### config.mk
export PLATFORM = sky130hd
export DESIGN_NAME = hex_scroll_flat
export DESIGN_NICKNAME = d
export VERILOG_FILES = /design/src/rtl/hex_scroll_if.sv /design/src/rtl/hex_scroll.sv /design/src/flat_wrapper.sv
export SDC_FILE = /design/constraint.sdc
export NUM_CORES = 1
export LEC_CHECK = 0
export BUFFER_PORTS_ARGS = -buffer_cell sky130_fd_sc_hd__buf_4
export CORE_ASPECT_RATIO = 1.5
export CORE_MARGIN = 4
export CORE_UTILIZATION = 30
export DETAILED_ROUTE_END_ITERATION = 6
export SYNTH_ARGS = -nofsm -noshare
export SYNTH_HDL_FRONTEND = slang
export SYNTH_SLANG_ARGS = --single-unit
### constraint.sdc
create_clock -name clk -period 2.8 [get_ports clk]
set_clock_uncertainty 0.1 [all_clocks]
set_input_delay 0.7 -clock clk [delete_from_list [all_inputs] [get_ports clk]]
set_output_delay 0.7 -clock clk [all_outputs]
set_load 0.005 [all_outputs]
### src/rtl/hex_scroll_if.sv
// Signal bundle between the switch/key logic (master) and the hex_scroll display block (slave).
// No valid/ready pair: load is a one-cycle strobe, run is a level, and step qualifies a change of cur.
interface hex_scroll_if #(
    parameter int NUM_DIGITS = 8,
    parameter int VAL_W      = 3
);
    logic [VAL_W-1:0]        base;
    logic                    load;
    logic                    run;
    logic                    dir;
    logic [NUM_DIGITS*7-1:0] seg;
    logic [VAL_W-1:0]        cur;
    logic                    step;
    logic                    running;

    modport master (
        output base, load, run, dir,
        input  seg, cur, step, running
    );

    modport slave (
        input  base, load, run, dir,
        output seg, cur, step, running
    );
endinterface

### src/rtl/hex_scroll.sv
// Multi-digit seven-segment scroller: loadable centre value, self-stepping window, registered HEX outputs.
// Optional HEX_SCROLL_BLINK_EN: blinks the display in IDLE using the free-running prescaler.
module hex_scroll #(
    parameter int NUM_DIGITS = 8,
    parameter int VAL_W      = 3,
    parameter int TICK_DIV   = 50_000_000
) (
    input  logic         clk,
    input  logic         rst_n,
    hex_scroll_if.slave  hex_io
);
    localparam int            PW = (TICK_DIV > 1) ? $clog2(TICK_DIV) : 1;
    localparam logic [PW-1:0] TC = PW'(TICK_DIV - 1);

    typedef enum logic {IDLE = 1'b0, RUN = 1'b1} state_e;

    state_e                  state_q, state_d;
    logic [PW-1:0]           presc_q, presc_d;
    logic [VAL_W-1:0]        cur_q, cur_d;
    logic                    step_q, step_d;
    logic [NUM_DIGITS*7-1:0] seg_q, seg_d;
    logic [NUM_DIGITS*7-1:0] dec_all;
    logic                    state_chg;
    logic                    counting;
    logic                    tc;
    logic                    blank;

    function automatic logic [6:0] hex7(input logic [3:0] v);
        logic [6:0] s;
        case (v)
            4'h0: s = 7'h40;
            4'h1: s = 7'h79;
            4'h2: s = 7'h24;
            4'h3: s = 7'h30;
            4'h4: s = 7'h19;
            4'h5: s = 7'h12;
            4'h6: s = 7'h02;
            4'h7: s = 7'h78;
            4'h8: s = 7'h00;
            4'h9: s = 7'h10;
            4'hA: s = 7'h08;
            4'hB: s = 7'h03;
            4'hC: s = 7'h46;
            4'hD: s = 7'h21;
            4'hE: s = 7'h06;
            default: s = 7'h0E;
        endcase
        return s;
    endfunction

    // Digit k shows cur + NUM_DIGITS/2 - k; negative offsets wrap via truncation.
    for (genvar k = 0; k < NUM_DIGITS; k++) begin : g_dig
        localparam logic [VAL_W-1:0] OFF = VAL_W'(NUM_DIGITS / 2 - k);
        logic [VAL_W-1:0] val;
        assign val                = cur_q + OFF;
        assign dec_all[7*k +: 7]  = hex7(4'(val));
    end

    always_ff @(posedge clk or negedge rst_n) begin
        if (!rst_n) state_q <= IDLE;
        else        state_q <= state_d;
    end

    always_comb begin
        state_d = state_q;
        case (state_q)
            IDLE:    if (hex_io.run)  state_d = RUN;
            RUN:     if (!hex_io.run) state_d = IDLE;
            default: state_d = IDLE;
        endcase
    end

    always_comb begin
        state_chg = (state_d != state_q);
`ifdef HEX_SCROLL_BLINK_EN
        counting  = 1'b1;
`else
        counting  = (state_q == RUN);
`endif
        tc        = counting && (presc_q == TC);
        presc_d   = presc_q;
        cur_d     = cur_q;
        step_d    = 1'b0;
        if (hex_io.load || state_chg || !counting) presc_d = '0;
        else if (tc)                              presc_d = '0;
        else                                      presc_d = presc_q + PW'(1);
        // Load wins over a coincident step; a step on the cycle run drops is dropped.
        if (hex_io.load) begin
            cur_d = hex_io.base;
        end else if (tc && state_q == RUN && !state_chg) begin
            cur_d  = hex_io.dir ? cur_q - VAL_W'(1) : cur_q + VAL_W'(1);
            step_d = 1'b1;
        end
        seg_d = blank ? '1 : dec_all;
    end

`ifdef HEX_SCROLL_BLINK_EN
    logic phase_q, phase_d;

    always_comb begin
        phase_d = phase_q;
        if (hex_io.load || state_chg || state_q == RUN) phase_d = 1'b0;
        else if (tc)                                    phase_d = ~phase_q;
    end

    always_ff @(posedge clk or negedge rst_n) begin
        if (!rst_n) phase_q <= 1'b0;
        else        phase_q <= phase_d;
    end

    assign blank = phase_q;
`else
    assign blank = 1'b0;
`endif

    always_ff @(posedge clk or negedge rst_n) begin
        if (!rst_n) begin
            presc_q <= '0;
            cur_q   <= '0;
            step_q  <= 1'b0;
            seg_q   <= '1;
        end else begin
            presc_q <= presc_d;
            cur_q   <= cur_d;
            step_q  <= step_d;
            seg_q   <= seg_d;
        end
    end

    assign hex_io.seg     = seg_q;
    assign hex_io.cur     = cur_q;
    assign hex_io.step    = step_q;
    assign hex_io.running = (state_q == RUN);
endmodule

### src/flat_wrapper.sv
// flat-port wrapper written by rule: the top's interface ports become plain ports
module hex_scroll_flat 
#(
    parameter int NUM_DIGITS = 8,
    parameter int VAL_W      = 3,
    parameter int TICK_DIV   = 50_000_000
)
  (clk, rst_n, hex_io_base, hex_io_load, hex_io_run, hex_io_dir, hex_io_seg, hex_io_cur, hex_io_step, hex_io_running);
  hex_scroll_if #(.NUM_DIGITS(NUM_DIGITS), .VAL_W(VAL_W)) hex_io_i ();
  input  logic clk;
  input  logic rst_n;
  input wire logic [$bits(hex_io_i.base)-1:0] hex_io_base;
  input wire logic [$bits(hex_io_i.load)-1:0] hex_io_load;
  input wire logic [$bits(hex_io_i.run)-1:0] hex_io_run;
  input wire logic [$bits(hex_io_i.dir)-1:0] hex_io_dir;
  output wire logic [$bits(hex_io_i.seg)-1:0] hex_io_seg;
  output wire logic [$bits(hex_io_i.cur)-1:0] hex_io_cur;
  output wire logic [$bits(hex_io_i.step)-1:0] hex_io_step;
  output wire logic [$bits(hex_io_i.running)-1:0] hex_io_running;
  assign hex_io_i.base = hex_io_base;
  assign hex_io_i.load = hex_io_load;
  assign hex_io_i.run = hex_io_run;
  assign hex_io_i.dir = hex_io_dir;
  assign hex_io_seg = hex_io_i.seg;
  assign hex_io_cur = hex_io_i.cur;
  assign hex_io_step = hex_io_i.step;
  assign hex_io_running = hex_io_i.running;
  hex_scroll #(.NUM_DIGITS(NUM_DIGITS), .VAL_W(VAL_W), .TICK_DIV(TICK_DIV)) u_core (.clk(clk), .rst_n(rst_n), .hex_io(hex_io_i));
endmodule
After elaboration in Yosys (flattened, before gate mapping)
Memory sizes are Yosys's and may differ from the RTL's. A register that Yosys moved wholly into a read port is not among the register bits.
Cells that the tools add are included.
{ "totals": {"register_bits": 31, "rom_bits": 448, "output_inout_bits": 61, "wordCells": 47, "mem_count": 8} }
{ "mem_list": {"columns": ["memory", "words", "word_bits", "read_ports", "rd_ports_with_merged_regs", "write_ports", "line", "rtl"], "rows": [
  ["(no name shown)", 8, 7, 1, 1, 0, "hex_scroll.sv:30", "case (v)"],
  ["(no name shown)", 8, 7, 1, 1, 0, "hex_scroll.sv:30", null],
  ["(no name shown)", 8, 7, 1, 1, 0, "hex_scroll.sv:30", null],
  ["(no name shown)", 8, 7, 1, 1, 0, "hex_scroll.sv:30", null],
  ["(no name shown)", 8, 7, 1, 1, 0, "hex_scroll.sv:30", null],
  ["(no name shown)", 8, 7, 1, 1, 0, "hex_scroll.sv:30", null],
  ["2 more memories", null, null, null, null, null, null, null]
]} }
{ "classes": {"addsub": 9, "n_eq_ne": 2, "mux": 8, "reduce_logical": 16} }
{ "op_table": {"columns": ["cell", "n"], "rows": [
  ["26-bit 2-to-1 mux", 2],
  ["26-bit by 1-bit adder with 26-bit output (second input constant)", 1],
  ["26-bit equality test (second input constant)", 1],
  ["3-bit adder (second input constant)", 4],
  ["1-bit zero test", 10],
  ["3-bit 2-to-1 mux", 3],
  ["3-bit by 2-bit adder with 3-bit output (second input constant)", 2],
  ["3-bit by 1-bit adder with 3-bit output (second input constant)", 1],
  ["1-bit logical AND", 3],
  ["1-bit 2-to-1 mux", 3],
  ["3-bit by 1-bit subtractor with 3-bit output (second input constant)", 1],
  ["1-bit logical OR", 2],
  ["2-bit nonzero test", 1],
  ["1-bit inequality test", 1]
]} }

Longest topological paths before layout
{ "logic_depth": {"word_depth": 6, "ltp_mapped": 8, "depth_no_buf": 6} }

Worst setup path after synthesis
Ideal clock, no wire load.
{ "synth_path": {"path_kind": "flip-flop to flip-flop", "start": "register u_core.presc_q[10]", "end": "register u_core.cur_q[2] (netlist: u_core.hex_io.cur[2])", "setup_ns": 0.082, "t_arrival_ns": 2.045, "t_required_ns": 2.618, "setup_slack_ns": 0.573, "path_stages_with_launch": 5, "path_cell_list": "dfrtp_1 or4b_1 or4_4 or4_1 a31oi_1"} }
{ "synth_via": {"elab_chain_len": 5} }
{ "synth_lines": {"columns": ["item", "line", "rtl"], "rows": [
  ["start, declared", "hex_scroll.sv:18", "logic [PW-1:0] presc_q, presc_d;"],
  ["start signal, assigned", "hex_scroll.sv:123", "presc_q <= presc_d;"],
  ["26-bit equality test", "hex_scroll.sv:80", "tc = counting && (presc_q == TC);"],
  ["1-bit logical AND", "hex_scroll.sv:80", null],
  ["1-bit logical AND (2 in a row)", "hex_scroll.sv:90", "end else if (tc && state_q == RUN && !state_chg) begin"],
  ["2-bit nonzero test (no line)", null, null],
  ["end signal, assigned", "hex_scroll.sv:124", "cur_q <= cur_d;"],
  ["end, declared", "hex_scroll.sv:19", "logic [VAL_W-1:0] cur_q, cur_d;"]
]} }
No other way between the ends.
A chain may end at the register's enable or synchronous reset.

Worst setup path after layout
Same ends and word-level chain as after synthesis.

==> results.py <==
metrics = {
    "timing": {
        "setup_tns_ns": 0,
        "period_minus_slack_ns": 2.344,
        "slew_headroom": 0.5122,
        "hold_viol": 0,
        "setup_viol": 0,
        "min_period_over_period": 0.8372,
        "holdWs_ns": 0.2313,
        "slew_viol_final": 0,
        "grt_setup_unrepaired": "no",
        "fmax_mhz": 426.6,
        "worstMarginPinSlew_ns": 0.7317,
    },
    "cts": {
        "cts_resized": 0,
        "clock_path_buffers": 2,
        "cts_tree": "built",
        "cts_root_buf": "clkbuf_16",
        "clock_latency_ns": 0.33,
        "numCtsBuffers": 9,
        "cts_sinks": 87,
        "cts_setup_buffers": 0,
        "cts_max_level": 3,
        "clk_pin_slew_worst_paths_ns": 0.06,
        "ctsHoldBuffers": 0,
    },
    "placement": {
        "io_buffers": 68,
        "dp.final_hpwl_um": 6567,
        "gp_congestion": 0.7853,
    },
    "die": {
        "io_pins": 69,
        "rows": 50,
        "die_h_um": 146.2,
        "fp.coreArea_um2": 12450,
        "die_w_um": 100.1,
        "start_util": 0.3067,
        "die_area_um2": 14640,
    },
    "critical_path": {
        "r2r-start": "u_core.presc_q[10]",
        "max_stage_delay_ns": 0.56,
        "critPathCaptureType": "flop",
        "cp_slowest_cell": "or4b_1",
        "critPathRequiredTime_ns": 2.95,
        "worst-path-buf-inv": 0,
        "worstSetupPathDepth": 4,
        "cp.arrival_ns": 2.49,
        "startpoint": "u_core.presc_q[10]",
        "ff2ff_path_depth": 4,
        "crit_path_cell_trace": "or4b_1 > or4_4 > or4_1 > a31oi_1",
        "crit_type": "reg2reg",
        "critPathTopFamily": "simple AND/OR/NAND/NOR gates",
        "startpoint_type": "flop",
        "path_max_fanout": 6,
    },
    "power": {
        "power-per-cell-area_nw_per_um2": 661.7,
        "ir_worst_vdd_mv": 0.2840,
        "leakage_nw": 2.028,
    },
    "detailed_routing": {
        "post_drt_wl_per_cell_um": 15.44,
        "dr.pass1.iters": 4,
        "vias": 2939,
        "drt_iter0_drc": 113,
        "routed_wl_um": 8999,
        "drc": 0,
        "avgViaCountPerCell": 5.041,
        "ant_nets": 0,
    },
    "synth": {
        "yosys_warnings": 0,
        "synth_top_flop_cell": "dfstp_2",
        "synthDistinctLibCells": 43,
        "syn_area_um2": 3819,
        "synth-seq-cells": 87,
        "synth_seq_area_share": 0.5885,
        "syn_inst": 353,
        "syn_nets": 370,
        "synthArstFlopShare": 1.000,
        "synth.avg_cell_area_um2": 10.82,
        "synth-edff-count": 0,
    },
    "outcome": {
        "status": "completed",
    },
    "layout": {
        "multiInputGateArea_um2": 1458,
        "num-fill-cells": 1199,
        "diodes": 0,
        "syn2layout_area_growth_pct": 26.54,
        "final_layout_size_suffix_gt1_frac": 0.3560,
        "final_core_util": 0.3881,
        "seqCellArea_um2": 2247,
        "final_nets": 439,
    },
    "global_routing": {
        "grt_overflow": 0,
        "grt_pass1_wl_um": 14730,
        "grt_max_degree": 54,
        "grt_pass1_vias": 2874,
        "grt.total_usage": 0.1255,
        "grt_antenna_before_repair": 0,
    },
    "hold_path": {
        "hold_class": "in2async",
    },
    "run": {
        "cap_viol_max_count": 0,
    },
}
-- layer usage --
metal  routed length [µm]  global-route usage  vias to the layer above
li1                     -                   -                     1391
met1                 3776              0.1547                     1455
met2                 4623              0.2158                       82
met3                  488             0.02868                       11
met4                  110             0.03844                        0
met5                    0                   0                        -
-- layout by cell type (no fill, tap or decap), types with 5 or more instances in the layout --
cell type	n
buf_4	77
dfstp_2	56
nand2_1	39
dfrtp_1	31
o21ai_0	28
nor2_1	22
nand4_1	15
nor3_1	14
a211oi_1	12
xor2_1	12
a21oi_1	11
ha_1	9
clkbuf_16	9
and4_1	8
nand3_1	8
inv_1	8
or3_1	8
xnor2_1	6
or4_1	5
-- area by class of cell --
cell class              count  area share
inverters                   9    0.006991
repair buffers             78      0.1238
flip-flops and latches     87      0.4650
well taps                 156     0.04039
multi-input cells         237      0.3017
clock inverters             4     0.01113
clock buffers              12     0.05101
-- flip-flops by register name, indices dropped and copies added (netlist names) --
| register | flops |
|---|---|
| u_core.presc_q | 26 |
| u_core.hex_io.running | 1 |
| u_core.hex_io.seg | 56 |
| u_core.hex_io.cur | 3 |
| u_core.hex_io.step | 1 |
-- path summary, 6_finish.rpt --
check	endpoint	slack [ns]
max reg2reg	u_core.hex_io.cur[2]	0.46
min in group clk	u_core.hex_io.running	0.42
max	u_core.hex_io.cur[2]	0.46
max in group asynchronous	u_core.hex_io.seg[25]	1.69
min	u_core.presc_q[23]	0.23
min reg2reg	u_core.presc_q[0]	0.42
-- logic make-up (layout without fill, tap and decap cells) --
logic type,after synthesis,in the layout,share of synthesized area
AO/OA/AOI/OAI,66,66,0.1045
XOR/XNOR,18,18,0.04128
flip-flops,87,87,0.5885
adder cells (fa/ha/maj),9,9,0.02949
multiplexers,4,4,0.01049
buffers and inverters,29,103,0.02981
AND/OR/NAND/NOR,140,140,0.1959
-- stage by stage --
| step | cell area (µm²) | worst slack [ns] | instances | power [mW] |
|---|---|---|---|---|
| CTS | 4832 | 0.4577 | 583 | 3.247 |
| global placement | 4532 | 0.4929 | 567 | 2.030 |
| global route | 4832 | 0.3661 | 583 | 3.348 |
| floorplan | 3819 | 0.5731 | 353 | 1.726 |
| finish | 4832 | 0.4559 | 583 | 3.197 |
| detailed placement | 4532 | 0.4707 | 567 | 2.040 |
-- report_power, final --
part | internal [mW] | leakage, nW | switching, mW
registers | 1.47 | 1.01 | 0.0546
clock network | 0.720 | 0.147 | 0.473
logic | 0.236 | 0.872 | 0.244
total | 2.43 | 2.03 | 0.772
-- cells in the mapped netlist (8+ instances only) --
cell type  number  area share
xor2_1         12       0.028
nand4_1        15       0.025
nand3_1         8       0.010
dfstp_2        56        0.39
a211oi_1       12       0.024
ha_1            9       0.029
inv_1           8      0.0079
dfrtp_1        31        0.20
or3_1           8       0.013
nor2_1         22       0.022
and4_1          8       0.018
nor3_1         14       0.018
nand2_1        39       0.038
clkbuf_1       15       0.015
a21oi_1        11       0.014
o21ai_0        28       0.037
No activity file was read; power rests on OpenSTA's default activity.
